`config.mk`:
```
export PLATFORM = sky130hd
export DESIGN_NAME = reg_file_dump_unit
export DESIGN_NICKNAME = d
export VERILOG_FILES = /design/src/rtl/cpu_dbg_pkg.sv /design/src/rtl/reg_file_dump_unit.sv
export SDC_FILE = /design/constraint.sdc
export NUM_CORES = 1
export LEC_CHECK = 0
export BUFFER_PORTS_ARGS = -buffer_cell sky130_fd_sc_hd__buf_4
export CAP_MARGIN = 20
export CORE_MARGIN = 3
export CORE_UTILIZATION = 30
export DETAILED_ROUTE_END_ITERATION = 7
export HOLD_SLACK_MARGIN = 0.03
export PLACE_DENSITY_LB_ADDON = 0.1
export SLEW_MARGIN = 10
export SYNTH_ARGS = -nofsm -noshare
export SYNTH_HDL_FRONTEND = slang
export SYNTH_SLANG_ARGS = --single-unit
```
`constraint.sdc`:
```
create_clock -name clk_i -period 1.9 [get_ports clk_i]
set_clock_uncertainty 0.2 [all_clocks]
set_input_delay 0.095 -clock clk_i [delete_from_list [all_inputs] [get_ports clk_i]]
set_output_delay 0.095 -clock clk_i [all_outputs]
set_load 0.02 [all_outputs]
```
`src/rtl/cpu_dbg_pkg.sv`:
```
// Shared debug-block definitions: dump FSM state encodings and the default
// register-file geometry used by the dump unit, the RF and the bench.
package cpu_dbg_pkg;

    localparam int DEF_NUM_REGS = 32;
    localparam int DEF_ADDR_W   = 5;
    localparam int DEF_DATA_W   = 32;

    localparam logic [2:0] ST_IDLE = 3'd0;
    localparam logic [2:0] ST_READ = 3'd1;
    localparam logic [2:0] ST_SEND = 3'd2;
    localparam logic [2:0] ST_CSUM = 3'd3;
    localparam logic [2:0] ST_FIN  = 3'd4;

    typedef enum logic [2:0] {
        S_IDLE = ST_IDLE,
        S_READ = ST_READ,
        S_SEND = ST_SEND,
        S_CSUM = ST_CSUM,
        S_FIN  = ST_FIN
    } dump_state_t;

endpackage

```
`src/rtl/reg_file_dump_unit.sv`:
```
// Walks the CPU register file through a spare async read port and streams
// {index, data} words on valid/ready. Optional trailing XOR word: REG_DUMP_CHECKSUM_EN.
module reg_file_dump_unit
    import cpu_dbg_pkg::*;
#(
    parameter int NUM_REGS = DEF_NUM_REGS,
    parameter int ADDR_W   = DEF_ADDR_W,
    parameter int DATA_W   = DEF_DATA_W
) (
    input  logic              clk_i,
    input  logic              rst_i,
    input  logic              start_i,
    output logic              busy_o,
    output logic              done_o,
    output logic [ADDR_W-1:0] rf_addr_o,
    input  logic [DATA_W-1:0] rf_data_i,
    output logic              out_valid_o,
    input  logic              out_ready_i,
    output logic [ADDR_W-1:0] out_idx_o,
    output logic [DATA_W-1:0] out_data_o,
    output logic              out_last_o
);

    localparam logic [ADDR_W-1:0] LAST_IDX = ADDR_W'(NUM_REGS - 1);

    dump_state_t       r_state;
    dump_state_t       w_state_next;
    logic [ADDR_W-1:0] r_idx;
    logic              r_busy;
    logic              r_done;
    logic              r_valid;
    logic [ADDR_W-1:0] r_out_idx;
    logic [DATA_W-1:0] r_out_data;
    logic              r_last;
    logic              w_handshake;
    logic              w_is_last_idx;
`ifdef REG_DUMP_CHECKSUM_EN
    logic [DATA_W-1:0] r_csum;
`endif

    assign w_handshake   = r_valid && out_ready_i;
    assign w_is_last_idx = (r_idx == LAST_IDX);

    always_comb begin
        w_state_next = r_state;
        case (r_state)
            S_IDLE: if (start_i) w_state_next = S_READ;
            S_READ: w_state_next = S_SEND;
            S_SEND: begin
                if (w_handshake) begin
                    if (w_is_last_idx) begin
`ifdef REG_DUMP_CHECKSUM_EN
                        w_state_next = S_CSUM;
`else
                        w_state_next = S_FIN;
`endif
                    end else begin
                        w_state_next = S_READ;
                    end
                end
            end
`ifdef REG_DUMP_CHECKSUM_EN
            S_CSUM: if (w_handshake) w_state_next = S_FIN;
`endif
            S_FIN:  w_state_next = S_IDLE;
            default: w_state_next = S_IDLE;
        endcase
    end

    always_ff @(posedge clk_i or posedge rst_i) begin
        if (rst_i) begin
            r_state    <= S_IDLE;
            r_idx      <= '0;
            r_busy     <= 1'b0;
            r_done     <= 1'b0;
            r_valid    <= 1'b0;
            r_out_idx  <= '0;
            r_out_data <= '0;
            r_last     <= 1'b0;
`ifdef REG_DUMP_CHECKSUM_EN
            r_csum     <= '0;
`endif
        end else begin
            r_state <= w_state_next;
            r_done  <= (w_state_next == S_FIN);
            case (r_state)
                S_IDLE: begin
                    if (start_i) begin
                        r_idx  <= '0;
                        r_busy <= 1'b1;
`ifdef REG_DUMP_CHECKSUM_EN
                        r_csum <= '0;
`endif
                    end
                end
                S_READ: begin
                    // Data is captured here; later RF writes to this entry are not seen.
                    r_out_data <= rf_data_i;
                    r_out_idx  <= r_idx;
                    r_valid    <= 1'b1;
`ifdef REG_DUMP_CHECKSUM_EN
                    r_last     <= 1'b0;
                    r_csum     <= r_csum ^ rf_data_i;
`else
                    r_last     <= w_is_last_idx;
`endif
                end
                S_SEND: begin
                    if (w_handshake) begin
                        if (w_is_last_idx) begin
`ifdef REG_DUMP_CHECKSUM_EN
                            // Checksum word follows immediately; valid stays high.
                            r_out_data <= r_csum;
                            r_out_idx  <= '0;
                            r_last     <= 1'b1;
`else
                            r_valid    <= 1'b0;
                            r_last     <= 1'b0;
                            r_busy     <= 1'b0;
`endif
                        end else begin
                            r_idx   <= r_idx + 1'b1;
                            r_valid <= 1'b0;
                            r_last  <= 1'b0;
                        end
                    end
                end
`ifdef REG_DUMP_CHECKSUM_EN
                S_CSUM: begin
                    if (w_handshake) begin
                        r_valid <= 1'b0;
                        r_last  <= 1'b0;
                        r_busy  <= 1'b0;
                    end
                end
`endif
                default: ;
            endcase
        end
    end

    assign busy_o      = r_busy;
    assign done_o      = r_done;
    assign rf_addr_o   = r_idx;
    assign out_valid_o = r_valid;
    assign out_idx_o   = r_out_idx;
    assign out_data_o  = r_out_data;
    assign out_last_o  = r_last;

endmodule

```
==> flow_summary.rst, run 1 <==
.. list-table::
   :header-rows: 1

   * - Metric
     - Value
   * - Full die area
     - 7510 sq um
   * - Mux share of post-synthesis cell area
     - 23.4%
   * - Post-synthesis sequential area ratio
     - 62.9%
   * - Share of synthesized cell area in and, or, nand and nor gates
     - 6.99%
   * - Worst-case clock buffer depth
     - 2
   * - Total track usage
     - 13.3%
   * - Average wire per cell in the routed design
     - 14.2 microns
   * - Area grow syn2layout
     - 63.7%
   * - Fmax achieved
     - 0.537 GHz
   * - Final Slew Violations
     - 0
   * - Number of setup buffers added after CTS
     - 0
   * - Post-route design area
     - 3190 sq um
   * - Final setup violation count
     - 0
   * - Total wire length after detailed routing
     - 4770 microns
   * - Required time of the worst setup path
     - 1.86 ns
   * - First-pass GRT wire length
     - 7690 microns
   * - Remaining global-route overflow
     - 0
   * - Final routed DRC violation total
     - 0
   * - IR drop worst, VDD
     - 0.000683 V
   * - Setup repair after global routing missed its margin
     - false
   * - Detailed Route Iter0 Violations
     - 87
   * - Floorplan core area
     - 6100 sq um
   * - Worst hold-check path type
     - in -> reg
   * - Remaining antenna violation count after routing
     - 0
   * - Average cell area after synthesis
     - 14.3 sq um
   * - Number of placed I/O pins
     - 82
   * - Yosys warning total
     - 0
   * - Peak fanout along the critical path
     - 6
   * - Post-detailed-placement cell area
     - 2740 sq um
   * - Share of cells above drive strength 1
     - 45.2%
   * - Flip-flop and latch count after synthesis
     - 49
   * - Distinct cell type count of the synthesized netlist
     - 27
   * - Number of vias per cell
     - 4.43
   * - Final GP Congestion
     - 0.813
   * - Start-to-end type of the worst setup path
     - reg -> reg
   * - Setup slack on the worst flop-to-flop path
     - 0.04 ns
   * - CTS tree
     - yes
   * - Antenna violations before repair
     - 0
   * - Number of port buffers
     - 81
   * - Post-CTS clock slew at the launch and capture registers of the worst setup and hold paths
     - 0.08 ns
   * - Adder-cell area share of the yosys netlist
     - 1.28%
   * - Count of clock tree sinks
     - 49
   * - Vias in the first global route
     - 1583
   * - Diodes inserted
     - 0
   * - Fin crit period
     - 1.86 ns
   * - Number of H-tree levels
     - 2
   * - Combinational family with the most area after synthesis
     - multiplexers
   * - Data arrival time at the worst-slack endpoint
     - 1.82 ns
   * - Clock latency at the later pin of the worst-skew pair
     - 0.29 ns
   * - Power per cell area
     - 1460 nW/um^2
   * - Final #Nets
     - 298
   * - Largest net degree at the start of global routing
     - 30
   * - Clock root buffer master
     - clkbuf_8
   * - Estimated wirelength of the detail-placed design
     - 3380 microns
   * - Result of the run
     - finished, final reports clean
   * - Final Hold Vio Count
     - 0
   * - Compound-gate portion of the synthesized area
     - 2.57%
   * - Worst rel slew slack
     - 69.8%
   * - Worst-Margin Slew
     - 0.453 ns
   * - Post-Syn Nets
     - 174
   * - Number of rows created at floorplan
     - 28
   * - Die H
     - 86.6 microns
   * - Xor/xnor share of the synthesized area
     - 0.449%
   * - Fraction of the cycle the final worst path needs
     - 98.0%
   * - Setup Total Neg Slack
     - 0 ns
   * - Syn Inst Count
     - 136
   * - Crit. End Element
     - register
   * - Die span in x
     - 86.6 microns
   * - Number of buffers created by CTS
     - 5
   * - Worst setup SP type
     - register
   * - Summed instance area of the synthesized netlist
     - 1950 sq um
   * - Initial Util
     - 32.0%
   * - Via count of the routed design
     - 1488
   * - Length of the first detailed-routing pass in iterations
     - 3
   * - Standby leakage power
     - 0.00149 uW
   * - Max cap viols
     - 0
-- critical path, stage by stage (launching register included) --
cell and delay (ns):
dfrtp_1 0.43, or3b_1 0.44, buf_4 0.18, o311ai_1 0.32, o311ai_2 0.16
-- worst paths after layout --
check                                 end      startpoint  cells past startpoint
max reg2reg                  rf_addr_o[2]      r_state[2]                      4
max in group asynchronous    rf_addr_o[0]           rst_i                      4
min reg2reg                out_data_o[18]  out_data_o[18]                      1
min                                busy_o         start_i                      3
max                          rf_addr_o[2]      r_state[2]                      4
min in group asynchronous  out_data_o[17]           rst_i                      3
-- flip-flops by register name (all words and copies together), names as in the netlist --
signal / count
out_valid_o: 1
busy_o: 1
r_state: 3
out_data_o: 32
out_last_o: 1
out_idx_o: 5
rf_addr_o: 5
done_o: 1
-- kinds of logic after synthesis --
kind of cell / count (synthesis)
XOR/XNOR: 1
AND/OR/NAND/NOR: 25
flip-flops: 49
buffers and inverters: 11
multiplexers: 41
adder cells (fa/ha/maj): 2
AO/OA/AOI/OAI: 7
-- report_power, final --
part           internal (uW)  switching, uW  total (uW)
Sequential              1490            246        1730
Clock                    297            319         616
Combinational           1150           1150        2300
Total                   2940           1720        4650
-- metal layers --
layer / vias to the layer above / share of wire, % / routed length, microns / global-route usage (%)
met4: 0 / 2.0 / 96 / 4.82
met5: - / 0 / 0 / 0
met2: 50 / 51 / 2440 / 22.9
met1: 710 / 42 / 1990 / 15.9
met3: 9 / 5.1 / 244 / 3.42
li1: 719 / - / - / -
-- cell type report --
cell class	count	area (sq um)
inverter	5	18.8
multi-input combinational	76	716
fill	529	2900
tap	75	93.8
sequential	49	1230
clock buffer	8	90.1
timing repair buffer	123	1050
-- synth_stat cells --
cell type | count | share of area, %
nor3_2 | 1 | 0.51
a32oi_1 | 1 | 0.45
nand3b_1 | 1 | 0.39
o21ai_0 | 1 | 0.26
o311ai_1 | 2 | 0.90
o22a_1 | 1 | 0.45
or4b_1 | 1 | 0.51
mux2_2 | 13 | 7.5
and2b_1 | 1 | 0.39
buf_2 | 5 | 1.3
or3_1 | 1 | 0.32
nor2_1 | 6 | 1.2
dfrtp_1 | 49 | 63
nand2_1 | 7 | 1.3
inv_1 | 5 | 0.96
clkbuf_1 | 1 | 0.19
nor2b_1 | 1 | 0.32
or3b_1 | 1 | 0.45
nand3_1 | 2 | 0.51
a21oi_1 | 2 | 0.51
ha_1 | 2 | 1.3
and2_1 | 1 | 0.32
mux2_1 | 24 | 14
or3b_2 | 1 | 0.45
and3_1 | 1 | 0.32
xor2_1 | 1 | 0.45
mux2i_1 | 4 | 2.1
-- timing repair --
action / 4_1_cts / 5_1_grt
hold buffers: 34 / 0
resized for setup: 0 / 3
pin swaps: 1 / 0
endpoints found under the hold margin: 86 / 0
endpoints found under the setup margin: 1 / 1
-- through the flow --
step           utilization [%]  std cells  hold slack (ns)  setup WS, ns  power [uW]
2_1_floorplan                -        136           0.0297        0.0279        2980
3_3_place_gp              45.0        294          -0.0680        0.0900        3950
3_5_place_dp              45.0        294          -0.0565        0.0143        4030
4_1_cts                   52.0        336            0.112        0.0291        4710
5_1_grt                   52.4        336            0.144       0.00940        4950
6_report                  52.4        336            0.112        0.0387        4650
-- layout by cell type (no fill, tap or decap), types with 2 or more instances in the layout --
cell,instances
nor2_1,6
nand3_1,2
clkbuf_8,6
mux2_1,24
a21oi_1,2
buf_4,86
clkbuf_1,2
inv_1,4
buf_12,3
nand2_1,7
mux2_2,13
dfrtp_1,47
mux2i_1,4
dlygate4sd3_1,34
ha_4,2
dfrtp_2,2
No activity file was read; power rests on OpenSTA's default activity.
==> run 2: changes to the inputs <==
- CORE_UTILIZATION: 30 -> 42
- SETUP_SLACK_MARGIN: default -> 0.5
==> run 2 against run 1 <==
Worst hold slack better by 0.042 ns. Die area decreased by 27%. Design area rose by 16%. Flip-flop and latch count unchanged. Register-to-register slack gained 0.03 ns. Combinational power rose by 46%. Critical path depth fell by 1. Core utilization rose by 31 points. Largest power group unchanged. Clock power up 7.5%.
==> flow_summary.rst, run 2 (synthesized netlist as in run 1, its figures left out) <==
.. list-table::
   :header-rows: 1

   * - Metric
     - Value
   * - Result of the run
     - finished, final reports clean (unchanged)
   * - Floorplan core area
     - 4410 sq um (was 6100 sq um)
   * - Final Slew Violations
     - 0 (unchanged)
   * - Setup repair after global routing missed its margin
     - true (was false)
   * - Hold Path Stages
     - 4 (was 3)
   * - Fraction of the cycle the final worst path needs
     - 96.3% (was 98.0%)
   * - Core utilization of the finished layout
     - 83.9% (was 52.4%)
   * - Power per cell area
     - 1570 nW/um^2 (was 1460 nW/um^2)
   * - Average wire per cell in the routed design
     - 17.1 microns (was 14.2 microns)
   * - Commonest cells after routing, fill and taps aside
     - buf_4 (100), dfrtp_1 (47), mux2_4 (37), dlygate4sd3_1 (34), clkbuf_8 (7) (was buf_4 (86), dfrtp_1 (47), dlygate4sd3_1 (34), mux2_1 (24), mux2_2 (13))
   * - Die H
     - 74.2 microns (was 86.6 microns)
   * - Clock root buffer master
     - clkbuf_8 (unchanged)
   * - Share of cells above drive strength 1
     - 62.0% (was 45.2%)
   * - Vias in the first global route
     - 1761 (was 1583)
   * - Flip-flop count of the largest register, all copies and words added
     - 32 (unchanged)
   * - Peak fanout along the critical path
     - 5 (was 6)
   * - Stage delay of the slowest cell on the critical path
     - 0.45 ns (was 0.44 ns)
   * - Reg-to-reg critical path endpoint
     - rf_addr_o[2] (unchanged)
   * - Count of clock tree sinks
     - 49 (unchanged)
   * - Hold Path Origin
     - out_ready_i (was start_i)
   * - Area grow syn2layout
     - 89.8% (was 63.7%)
   * - Post-CTS clock slew at the launch and capture registers of the worst setup and hold paths
     - 0.09 ns (was 0.08 ns)
   * - Diodes inserted
     - 0 (unchanged)
   * - Initial Util
     - 44.2% (was 32.0%)
   * - Start-to-end type of the worst setup path
     - reg -> reg (unchanged)
   * - Worst-case clock buffer depth
     - 2 (unchanged)
   * - Fin crit period
     - 1.83 ns (was 1.86 ns)
   * - Detailed Route Iter0 Violations
     - 54 (was 87)
   * - Final setup violation count
     - 0 (unchanged)
   * - Data arrival time at the worst-slack endpoint
     - 1.83 ns (was 1.82 ns)
   * - Via count of the routed design
     - 1714 (was 1488)
   * - RR Startpoint
     - r_state[1] (was r_state[2])
   * - Standby leakage power
     - 0.00179 uW (was 0.00149 uW)
   * - Setup slack on the worst flop-to-flop path
     - 0.07 ns (was 0.04 ns)
   * - Total power consumption of the routed design
     - 5810 uW (was 4650 uW)
   * - Remaining antenna violation count after routing
     - 0 (unchanged)
   * - Most frequent standard cell in the layout excluding fill and tap cells
     - buf_4 (unchanged)
   * - Number of cells traversed by the worst register-to-register path
     - 3 (was 4)
   * - Total wire length after detailed routing
     - 5800 microns (was 4770 microns)
   * - Clock latency at the later pin of the worst-skew pair
     - 0.29 ns (about the same)
   * - Number of vias per cell
     - 5.06 (was 4.43)
   * - Number of port buffers
     - 81 (unchanged)
   * - Antenna violations before repair
     - 0 (unchanged)
   * - Final #Nets
     - 324 (was 298)
   * - Remaining global-route overflow
     - 0 (unchanged)
   * - Critical path cell sequence
     - or3b_4 -> or3_4 -> o311ai_4 (was or3b_1 -> buf_4 -> o311ai_1 -> o311ai_2)
   * - IR drop worst, VDD
     - 0.000794 V (was 0.000683 V)
   * - Full die area
     - 5500 sq um (was 7510 sq um)
   * - Required time of the worst setup path
     - 1.90 ns (was 1.86 ns)
   * - Setup Total Neg Slack
     - 0 ns (unchanged)
   * - Worst-Margin Slew
     - 0.687 ns (was 0.453 ns)
   * - Final GP Congestion
     - 0.770 (was 0.813)
   * - Fmax achieved
     - 0.546 GHz (was 0.537 GHz)
   * - Die span in x
     - 74.2 microns (was 86.6 microns)
   * - Worst setup SP type
     - register (unchanged)
   * - Number of H-tree levels
     - 2 (unchanged)
   * - First-pass GRT wire length
     - 8910 microns (was 7690 microns)
   * - Number of placed I/O pins
     - 82 (unchanged)
   * - Total track usage
     - 21.5% (was 13.3%)
   * - Estimated wirelength of the detail-placed design
     - 3410 microns (was 3380 microns)
   * - Length of the first detailed-routing pass in iterations
     - 4 (was 3)
   * - Fill cells
     - 218 (was 529)
   * - Max cap viols
     - 0 (unchanged)
   * - Final Hold Vio Count
     - 0 (unchanged)
   * - Final routed DRC violation total
     - 0 (unchanged)
   * - CTS tree
     - yes (unchanged)
   * - Number of rows created at floorplan
     - 24 (was 28)
   * - Hold worst-path end
     - r_state[1] (was busy_o)
   * - Largest net degree at the start of global routing
     - 32 (was 30)
   * - Crit. End Element
     - register (unchanged)
   * - Number of buffers created by CTS
     - 5 (unchanged)
   * - Worst rel slew slack
     - 54.1% (was 69.8%)
   * - Critical-path cell with the highest stage delay
     - dfrtp_1 (was or3b_1)
   * - Worst hold-check path type
     - in -> reg (unchanged)
==> run 2: cell count changes in the layout (fill, tap and decap cells not counted), sizes merged <==
| cell | change |
|---|---|
| clkinv | +1 |
| inv | -1 |
| buf | +26 |
| clkbuf | -1 |
| clkinvlp | +1 |
==> run 2: how the worst max path moves through the flow <==
stage | from | to | slack [ns] | cells after the start
finish | r_state[1] | rf_addr_o[2] | 0.07 | 3
global route | r_state[1] | rf_addr_o[1] | 0.05 | 5
CTS | rf_addr_o[0] | rf_addr_o[2] | 0.11 | 5
detailed placement | rf_addr_o[1] | rf_addr_o[2] | -0.03 | 5
global placement | rf_addr_o[1] | rf_addr_o[2] | 0.08 | 5
floorplan | rf_addr_o[0] | rf_addr_o[2] | 0.05 | 5
==> run 2: final cells by class <==
| class | count | area, sq um | share of cell area, % |
|---|---|---|---|
| inverter | 5 | 22.5 | 0.608 |
| clock buffer | 7 | 96.3 | 2.60 |
| multi-input combinational | 76 | 923 | 24.9 |
| sequential | 49 | 1230 | 33.2 |
| timing repair buffer | 149 | 1360 | 36.8 |
| tap | 52 | 65.1 | 1.76 |
| clock inverter | 1 | 5.00 | 0.135 |
==> run 2: power by group <==
part           switching [uW]  leakage, uW  internal [uW]
Clock                     333    0.0000542            329
Sequential                303     0.000598           1490
Combinational            1410      0.00113           1950
Total                    2040      0.00179           3770
==> run 2: worst max-delay path: cells and delay by family, from the launching register on <==
family | cells | cell delay [ns]
DFF | 1 | 0.45
AOI/OAI and AO/OA | 1 | 0.21
and+or+nand+nor | 2 | 0.87
==> run 2: layer usage <==
layer,part of all wire [%],wire length [microns],vias up,track usage [%]
met5,0,0,-,0
met4,1.2,72,0,4.83
met3,6.7,386,10,4.59
met2,52,3010,71,37.6
met1,40,2330,859,27.4
li1,-,-,774,-
==> run 2: metrics by stage <==
stage | hold WS, ns | setup WS [ns] | cells | cell area, sq um
after floorplan | -0.0691 | 0.0548 | 136 | 2160
after global placement | 0.0214 | 0.0762 | 272 | 2870
after detailed placement | 0.0333 | -0.0344 | 272 | 2870
after CTS | 0.0244 | 0.110 | 331 | 3600
after global routing | 0.179 | 0.0471 | 339 | 3700
final | 0.153 | 0.0698 | 339 | 3700
==> run 2: timing repair <==
action                                  in CTS  in global routing
cloned                                       3                  0
endpoints found under the hold margin       66                  0
gates resized for setup                     22                  5
hold buffers                                34                  0
pin swaps                                    6                  3
buffers inserted                            14                  8
endpoints found under the setup margin      47                 47
